==> config.mk <==
export PLATFORM = sky130hd
export DESIGN_NAME = wb_arbiter
export DESIGN_NICKNAME = d
export VERILOG_FILES = /design/src/rtl/wb_arbiter.sv
export SDC_FILE = /design/constraint.sdc
export NUM_CORES = 1
export LEC_CHECK = 0
export BUFFER_PORTS_ARGS = -buffer_cell sky130_fd_sc_hd__buf_4
export CELL_PAD_IN_SITES_DETAIL_PLACEMENT = 2
export CELL_PAD_IN_SITES_GLOBAL_PLACEMENT = 2
export CORE_ASPECT_RATIO = 2
export CORE_MARGIN = 8
export CORE_UTILIZATION = 39
export CTS_BUF_LIST = sky130_fd_sc_hd__clkbuf_4
export DETAILED_ROUTE_END_ITERATION = 10
export PLACE_DENSITY_LB_ADDON = 0.1
export SYNTH_ARGS = -nofsm -noshare
export SYNTH_HDL_FRONTEND = slang
export SYNTH_SLANG_ARGS = --single-unit
==> constraint.sdc <==
create_clock -name clk -period 3.08 [get_ports clk]
set_clock_uncertainty 0.1 [all_clocks]
set_input_delay 0 -clock clk [delete_from_list [all_inputs] [get_ports clk]]
set_output_delay 0 -clock clk [all_outputs]
set_load 0.05 [all_outputs]
==> src/rtl/wb_arbiter.sv <==
// wb_arbiter: two-source round-robin regfile writeback arbiter with 2-entry FIFOs
// Ports:
//   clk, rst                  clock, asynchronous active-high reset
//   a_valid/a_wa/a_wd/a_ready ALU writeback request and handshake
//   l_valid/l_wa/l_wd/l_ready load-unit writeback request and handshake
//   rf_we/rf_wa/rf_wd         registered regfile write port
//   pend_mask                 one-hot OR of all accepted-but-unretired destinations
module wb_arbiter (
  input  logic        clk,
  input  logic        rst,
  input  logic        a_valid,
  input  logic [4:0]  a_wa,
  input  logic [31:0] a_wd,
  output logic        a_ready,
  input  logic        l_valid,
  input  logic [4:0]  l_wa,
  input  logic [31:0] l_wd,
  output logic        l_ready,
  output logic        rf_we,
  output logic [4:0]  rf_wa,
  output logic [31:0] rf_wd,
  output logic [31:0] pend_mask
);
  logic [4:0]  a_wa_q [2];
  logic [4:0]  l_wa_q [2];
  logic [31:0] a_wd_q [2];
  logic [31:0] l_wd_q [2];
  logic        a_wp, a_rp, l_wp, l_rp, last_l;
  logic [1:0]  a_cnt, l_cnt;
  logic        a_push, l_push, a_pop, l_pop;
  assign a_ready = a_cnt != 2'd2;
  assign l_ready = l_cnt != 2'd2;
  // writes to x0 handshake normally but are dropped here
  assign a_push = a_valid & a_ready & (|a_wa);
  assign l_push = l_valid & l_ready & (|l_wa);
  // ALU wins when alone or when the load unit had the last grant
  assign a_pop = (a_cnt != 2'd0) & ((l_cnt == 2'd0) | last_l);
  assign l_pop = (l_cnt != 2'd0) & ~a_pop;
  always_ff @(posedge clk) begin
    if (a_push) begin
      a_wa_q[a_wp] <= a_wa;
      a_wd_q[a_wp] <= a_wd;
    end
    if (l_push) begin
      l_wa_q[l_wp] <= l_wa;
      l_wd_q[l_wp] <= l_wd;
    end
  end
  always_ff @(posedge clk or posedge rst) begin
    if (rst) begin
      a_wp   <= 1'b0;
      a_rp   <= 1'b0;
      l_wp   <= 1'b0;
      l_rp   <= 1'b0;
      a_cnt  <= 2'd0;
      l_cnt  <= 2'd0;
      last_l <= 1'b1;
      rf_we  <= 1'b0;
      rf_wa  <= 5'd0;
      rf_wd  <= 32'd0;
    end else begin
      a_wp   <= a_wp ^ a_push;
      a_rp   <= a_rp ^ a_pop;
      l_wp   <= l_wp ^ l_push;
      l_rp   <= l_rp ^ l_pop;
      a_cnt  <= a_cnt + {1'b0, a_push} - {1'b0, a_pop};
      l_cnt  <= l_cnt + {1'b0, l_push} - {1'b0, l_pop};
      last_l <= (a_pop | l_pop) ? l_pop : last_l;
      rf_we  <= a_pop | l_pop;
      rf_wa  <= a_pop ? a_wa_q[a_rp] : l_pop ? l_wa_q[l_rp] : rf_wa;
      rf_wd  <= a_pop ? a_wd_q[a_rp] : l_pop ? l_wd_q[l_rp] : rf_wd;
    end
  end
  // a slot is live when the FIFO is full, or it is the head of a 1-entry FIFO
  always_comb begin
    pend_mask = '0;
    for (int i = 0; i < 2; i++) begin
      if (a_cnt == 2'd2 || (a_cnt == 2'd1 && a_rp == 1'(i))) pend_mask[a_wa_q[i]] = 1'b1;
      if (l_cnt == 2'd2 || (l_cnt == 2'd1 && l_rp == 1'(i))) pend_mask[l_wa_q[i]] = 1'b1;
    end
    if (rf_we) pend_mask[rf_wa] = 1'b1;
  end
endmodule

# Word-level counts from Yosys, hierarchy flattened
# Memory sizes are Yosys's and may differ from the RTL's.
# Index checks and enable logic that the tools add are counted.
[totals]
inputBits = 78
output_inout_bits = 72
ramBits = 148
n_memories = 4
register_bits = 47
word_cells = 95
[classes]
n_lt_le_gt_ge = 10
eq_ne = 6
n_addsub = 4
n_mux = 23
bitwise = 19
n_reduce_logical = 19
[mem_list]
columns = ["name", "depth", "word_bits", "rd", "rd_ports_with_merged_regs", "write_ports", "line_no", "source"]
rows = [
  ["a_wd_q", 2, 32, 1, 0, 1, "26", "logic [31:0] a_wd_q [2];"],
  ["l_wd_q", 2, 32, 1, 0, 1, "27", "logic [31:0] l_wd_q [2];"],
  ["a_wa_q", 2, 5, 3, 0, 1, "24", "logic [4:0] a_wa_q [2];"],
  ["l_wa_q", 2, 5, 3, 0, 1, "25", "logic [4:0] l_wa_q [2];"],
]
[ops]
columns = ["op", "count"]
rows = [
  ["$mux W32", 7],
  ["$or A32 B32 Y32", 4],
  ["$lt A5 B6 Y1 const B", 5],
  ["$demux W1 S5", 5],
  ["$ge A5 B1 Y1 const B", 5],
  ["$mux W5", 2],
  ["$reduce_or A5 Y1", 2],
  ["$logic_and A1 B1 Y1", 9],
  ["$mux W1", 9],
  ["$and A1 B1 Y1", 6],
  ["$reduce_bool A2 Y1", 3],
  ["$add A2 B1 Y2", 2],
  ["$eq A2 B1 Y1 const B", 2],
  ["$eq A2 B2 Y1 const B", 2],
  ["$logic_or A1 B1 Y1", 4],
  ["$ne A2 B2 Y1 const B", 2],
  ["$sub A2 B1 Y2", 2],
  ["$xor A1 B1 Y1", 4],
  ["$not A1 Y1", 3],
  ["$logic_not A2 Y1", 1],
  ["$or A1 B1 Y1", 2],
]

# Depth between registers and ports, before layout
[logic_depth]
word_depth = 13
depth_mapped = 11
depth_no_buf = 9

# Least setup slack after synthesis
# OpenSTA, ideal clock, no wires.
[synth_path]
kind = "reg2reg"
startpoint = "register l_cnt[1]"
endpoint = "memory l_wa_q[1][0], enable pin"
path_stages_with_launch = 7
n_path_buf = 2
slack_ns = 0.379
setup_time_ns = 0.398
period_less_slack_ns = 2.701
required_time_ns = 2.582
arrival_time_ns = 2.203
cell_sequence = "dfrtp_1 -> buf_2 -> nand2b_1 -> buf_2 -> o211ai_1 -> inv_1 -> ha_1"
[synth_between]
elab_chain_len = 5
[synth_lines]
columns = ["item", "line_no", "source"]
rows = [
  ["start, declared", "29", "logic [1:0] a_cnt, l_cnt;"],
  ["start signal, assigned", "67", "l_cnt <= l_cnt + {1'b0, l_push} - {1'b0, l_pop};"],
  ["$ne A2 B2 Y1", "32", "assign l_ready = l_cnt != 2'd2;"],
  ["net l_ready", "18", "output logic l_ready,"],
  ["$and A1 B1 Y1 (2 in a row)", "35", "assign l_push = l_valid & l_ready & (|l_wa);"],
  ["$mux W1", "44", "if (l_push) begin"],
  ["$mux W1 (not written as such)", "45", "l_wa_q[l_wp] <= l_wa;"],
  ["end, declared", "25", ""],
]
# The timed path passes the listed nets, and every way through them passes these cells.

# Final worst setup path
[layout_path]
startpoint = "register a_cnt[0]"
endpoint = "output pend_mask[11]"
[layout_between]
elab_chain_len = 12
word_cells_on_any_way = 15
cone_classes = "2 x eq/ne; 5 x mux; 4 x bitwise; 4 x reduce/logical"
[layout_lines]
columns = ["item", "line_no", "source"]
rows = [
  ["start, declared", "29", ""],
  ["start signal, assigned", "66", "a_cnt <= a_cnt + {1'b0, a_push} - {1'b0, a_pop};"],
  ["$eq A2 B1 Y1", "78", "if (a_cnt == 2'd2 || (a_cnt == 2'd1 && a_rp == 1'(i))) pend_mask[a_wa_q[i]] = 1'b1;"],
  ["$logic_and A1 B1 Y1", "78", ""],
  ["$logic_or A1 B1 Y1", "78", ""],
  ["$mux W32", "78", ""],
  ["$or A32 B32 Y32 (no line)", "--", ""],
  ["$mux W32", "79", "if (l_cnt == 2'd2 || (l_cnt == 2'd1 && l_rp == 1'(i))) pend_mask[l_wa_q[i]] = 1'b1;"],
  ["$or A32 B32 Y32 (no line)", "--", ""],
  ["$mux W32 (*)", "78", ""],
  ["$or A32 B32 Y32 (no line)", "--", ""],
  ["$mux W32 (*)", "79", ""],
  ["$or A32 B32 Y32 (no line)", "--", ""],
  ["$mux W32 (*)", "81", "if (rf_we) pend_mask[rf_wa] = 1'b1;"],
  ["end, declared", "22", "output logic [31:0] pend_mask"],
]
# Every way passes the cells marked *; elsewhere a longest branch is shown, timed or not.

==> qor.yml <==
tightest_slew_ns: 1.01
die_area_sq_mm: 0.0282
vias_per_cell: 6.10
die_h_microns: 230
status: "finished clean"
synthTopCellsByCount: "edfxtp_1 (148), mux2i_1 (74), nand2_1 (72)"
first_iter_violations: 568
vias: 7816
path_max_fanout: 16
synth_top_cell_by_area: "edfxtp_1"
post_synth_fa_ha_maj_area_fraction_pct: 1.12
synth_edf_count: 148
synth.mux.area_fraction_pct: 9.95
synthArstFlopShare_pct: 24.1
cts_tree: "yes"
core-area_sq_mm: 0.0225
synth_top_area_share_pct: 49.9
wl_per_cell_microns: 36.5
clockBufferDepth: 2
yosysWarnings: 0
dieWidth_microns: 123
startpoint: "a_cnt[0]$_DFF_PP0_"
clkPwrFrac_pct: 13.2
syn_avg_cell_area_sq_um: 12.7
gr-usage-met1_pct: 31.9
maxSlewHeadroom_pct: 32.6
cts.htree.levels: 4
grt_pass1_wl_microns: 64400
switchingPower_mw: 6.41
wl_microns: 46800
reg2reg_from: "l_cnt[1]$_DFF_PP0_"
powerDensity_mw_per_mm2: 1050
synth_top_family_by_area: "simple AND/OR/NAND/NOR gates"
gp_congestion: 0.931
hp-class: "primary input to flip-flop"
drv_slew: 0
critPathLaunchType: "flip-flop"
boundaryPins: 150
netlist_instances: 703
hold_viol: 0
gr-max-usage-layer: "met2"
dp_hpwl_microns: 26900
overflow: 0
rsz0062_at_grt: "no"
p_int_mw: 6.44
crit_type: "flip-flop to output port"
yosysSeqAreaShare_pct: 63.1
ir_worst_vdd_uv: 586
synth_nets: 789
nets: 1074
cts.sinks: 195
min_period_ns: 3.06
synth_xor_xnor_area_share_pct: 0.590
fillers: 2108
antenna_found_initial: 1
syn_area_sq_mm: 0.00891
synth_most_common_cell: "edfxtp_1"
p_leak_nw: 4.75
synth_top_flop_cell: "edfxtp_1"
cts_buffers: 17
cp-endpoint: "pend_mask[11]"
synthSimpleGateAreaFrac_pct: 11.9
synth_compound_area_share_pct: 10.6
fp-row-count: 78
rr_worst_depth: 5
clock-root-buffer: "clkbuf_4"
reg2reg_slack_ns: 0.25
grt_usage_pct: 32.2
dr.pass1.iters: 5
fin_tns_setup_ns: 0
fin_crit_sh_pct: 99.5
grt.met2_usage_pct: 59.0
p_sw_share_pct: 49.9
crit_required_ns: 2.98
synthToLayoutAreaGrowth_pct: 36.9
crit_path_end_kind: "output port"
synth_area_leaders: "edfxtp_1 (50%), dfrtp_1 (13%), mux2i_1 (8.3%)"
maxCapViolCount: 0
antenna_left: 0
utilization_pct: 54.1
synth.ff_latch_count: 195
met3_usage_pct: 5.55
io_buffers: 149
drive_gt1_share_pct: 24.2
combPwrFrac_pct: 51.3
seq_power_share_pct: 35.5
finalSetupViolations: 0
hold_start: "a_wa[3]"
cp.arrival_ns: 2.96
post-route-drc-count: 0
synth_cell_types: 48
clkTransAtPathRegs_ns: 0.17
grt_pass1_vias: 8839
reg2reg_to: "rf_wd[17]$_DFFE_PP0P_"
clock.fmax_mhz: 326
clkLatencyLatePin_ns: 0.59
start_util_pct: 39.5
grt_max_degree: 37
## layout make-up
type	count	area, sq um	share of cell area (%)
diodes	1	2.50	0.0205
clock buffers	19	143	1.17
clock inverters	13	183	1.50
inverters	13	48.8	0.400
multi-input cells	451	3110	25.5
flip-flops and latches	195	5620	46.1
well taps	280	350	2.87
repair buffers	310	2740	22.5
## worst min path at each step
stage / end / slack (ns) / depth (start not counted)
after detailed placement: a_wd_q[0][16]$_DFFE_PP_ / 0.09 / 1
after global routing: a_wd_q[1][23]$_DFFE_PP_ / 0.04 / 2
final: a_wa_q[1][3]$_DFFE_PP_ / 0.07 / 2
after global placement: a_wd_q[1][19]$_DFFE_PP_ / 0.09 / 1
after CTS: a_wd_q[1][13]$_DFFE_PP_ / 0.00001 / 2
after floorplan: a_wa_q[0][0]$_DFFE_PP_ / -0.001 / 0
## timing repair
item | in CTS | in global routing
buffers inserted | 0 | 3
endpoints found under the setup margin | 0 | 18
gates resized for setup | 0 | 9
endpoints found under the hold margin | 189 | 7
hold buffers | 136 | 4
## per-layer routing
metal	up-vias	part of all wire, %
li1	3236	-
met4	0	8.0
met2	454	54
met3	148	4.7
met1	3978	33
met5	-	0
## power groups by stage
stage          clock, mW  sequential, mW  combinational, mW
2_1_floorplan          0            4.92               3.14
3_3_place_gp           0            4.35               5.70
3_5_place_dp           0            4.44               5.93
4_1_cts             1.56            4.39               6.11
5_1_grt             1.78            4.59               6.80
6_report            1.70            4.56               6.60
## critical path, cell delays in order (launching register included)
cell and delay [ns]:
dfrtp_1 0.65, nand2b_1 0.41, a21boi_2 0.13, buf_4 0.23
a21oi_1 0.53, nand3_1 0.18, buf_4 0.23
## state kept, by name, summed over array words and instances, names as in the netlist
signal  cells
a_wa_q     10
a_cnt       2
a_wd_q     64
rf_wa       5
l_rp        1
l_wp        1
l_cnt       2
a_wp        1
a_rp        1
l_wd_q     64
last_l      1
rf_wd      32
l_wa_q     10
rf_we       1
## placed cells by master, fill, tap and decap left out, drive strengths merged, types with 8 or more instances in the layout
master	synthesis	routed
dlygate4sd3	0	140
mux2i	74	74
o221ai	24	24
ha	8	8
mux2	13	13
o211ai	8	8
nor3	22	22
dfrtp	46	46
a21oi	20	20
nor2	52	52
nand2	72	72
edfxtp	148	148
clkbuf	22	19
inv	13	14
nand3	32	32
buf	22	170
o21ai	15	15
nand2b	18	18
a22oi	40	40
## cell families (layout without fill, tap and decap cells)
group           after synthesis  in the layout
compound gates              126            126
xor+xnor                      6              6
fa+ha+maj                     8              8
buf+inv                      57            355
flops                       195            195
mux                          87             87
other cells                   0              1
simple gates                224            224
## stage by stage
step                      total power, mW  setup slack, ns  hold slack [ns]  std cells  cell area [sq um]
after floorplan                      8.06            0.379         -0.00113        703               8910
after global placement               10.0            0.689           0.0855       1106              10400
after detailed placement             10.4            0.550           0.0890       1106              10400
after CTS                            12.1           0.0272        0.0000145       1274              12100
after global routing                 13.2          0.00299           0.0433       1282              12200
final                                12.9           0.0166           0.0697       1282              12200
Note: power is estimated with default switching activity, not from simulation.
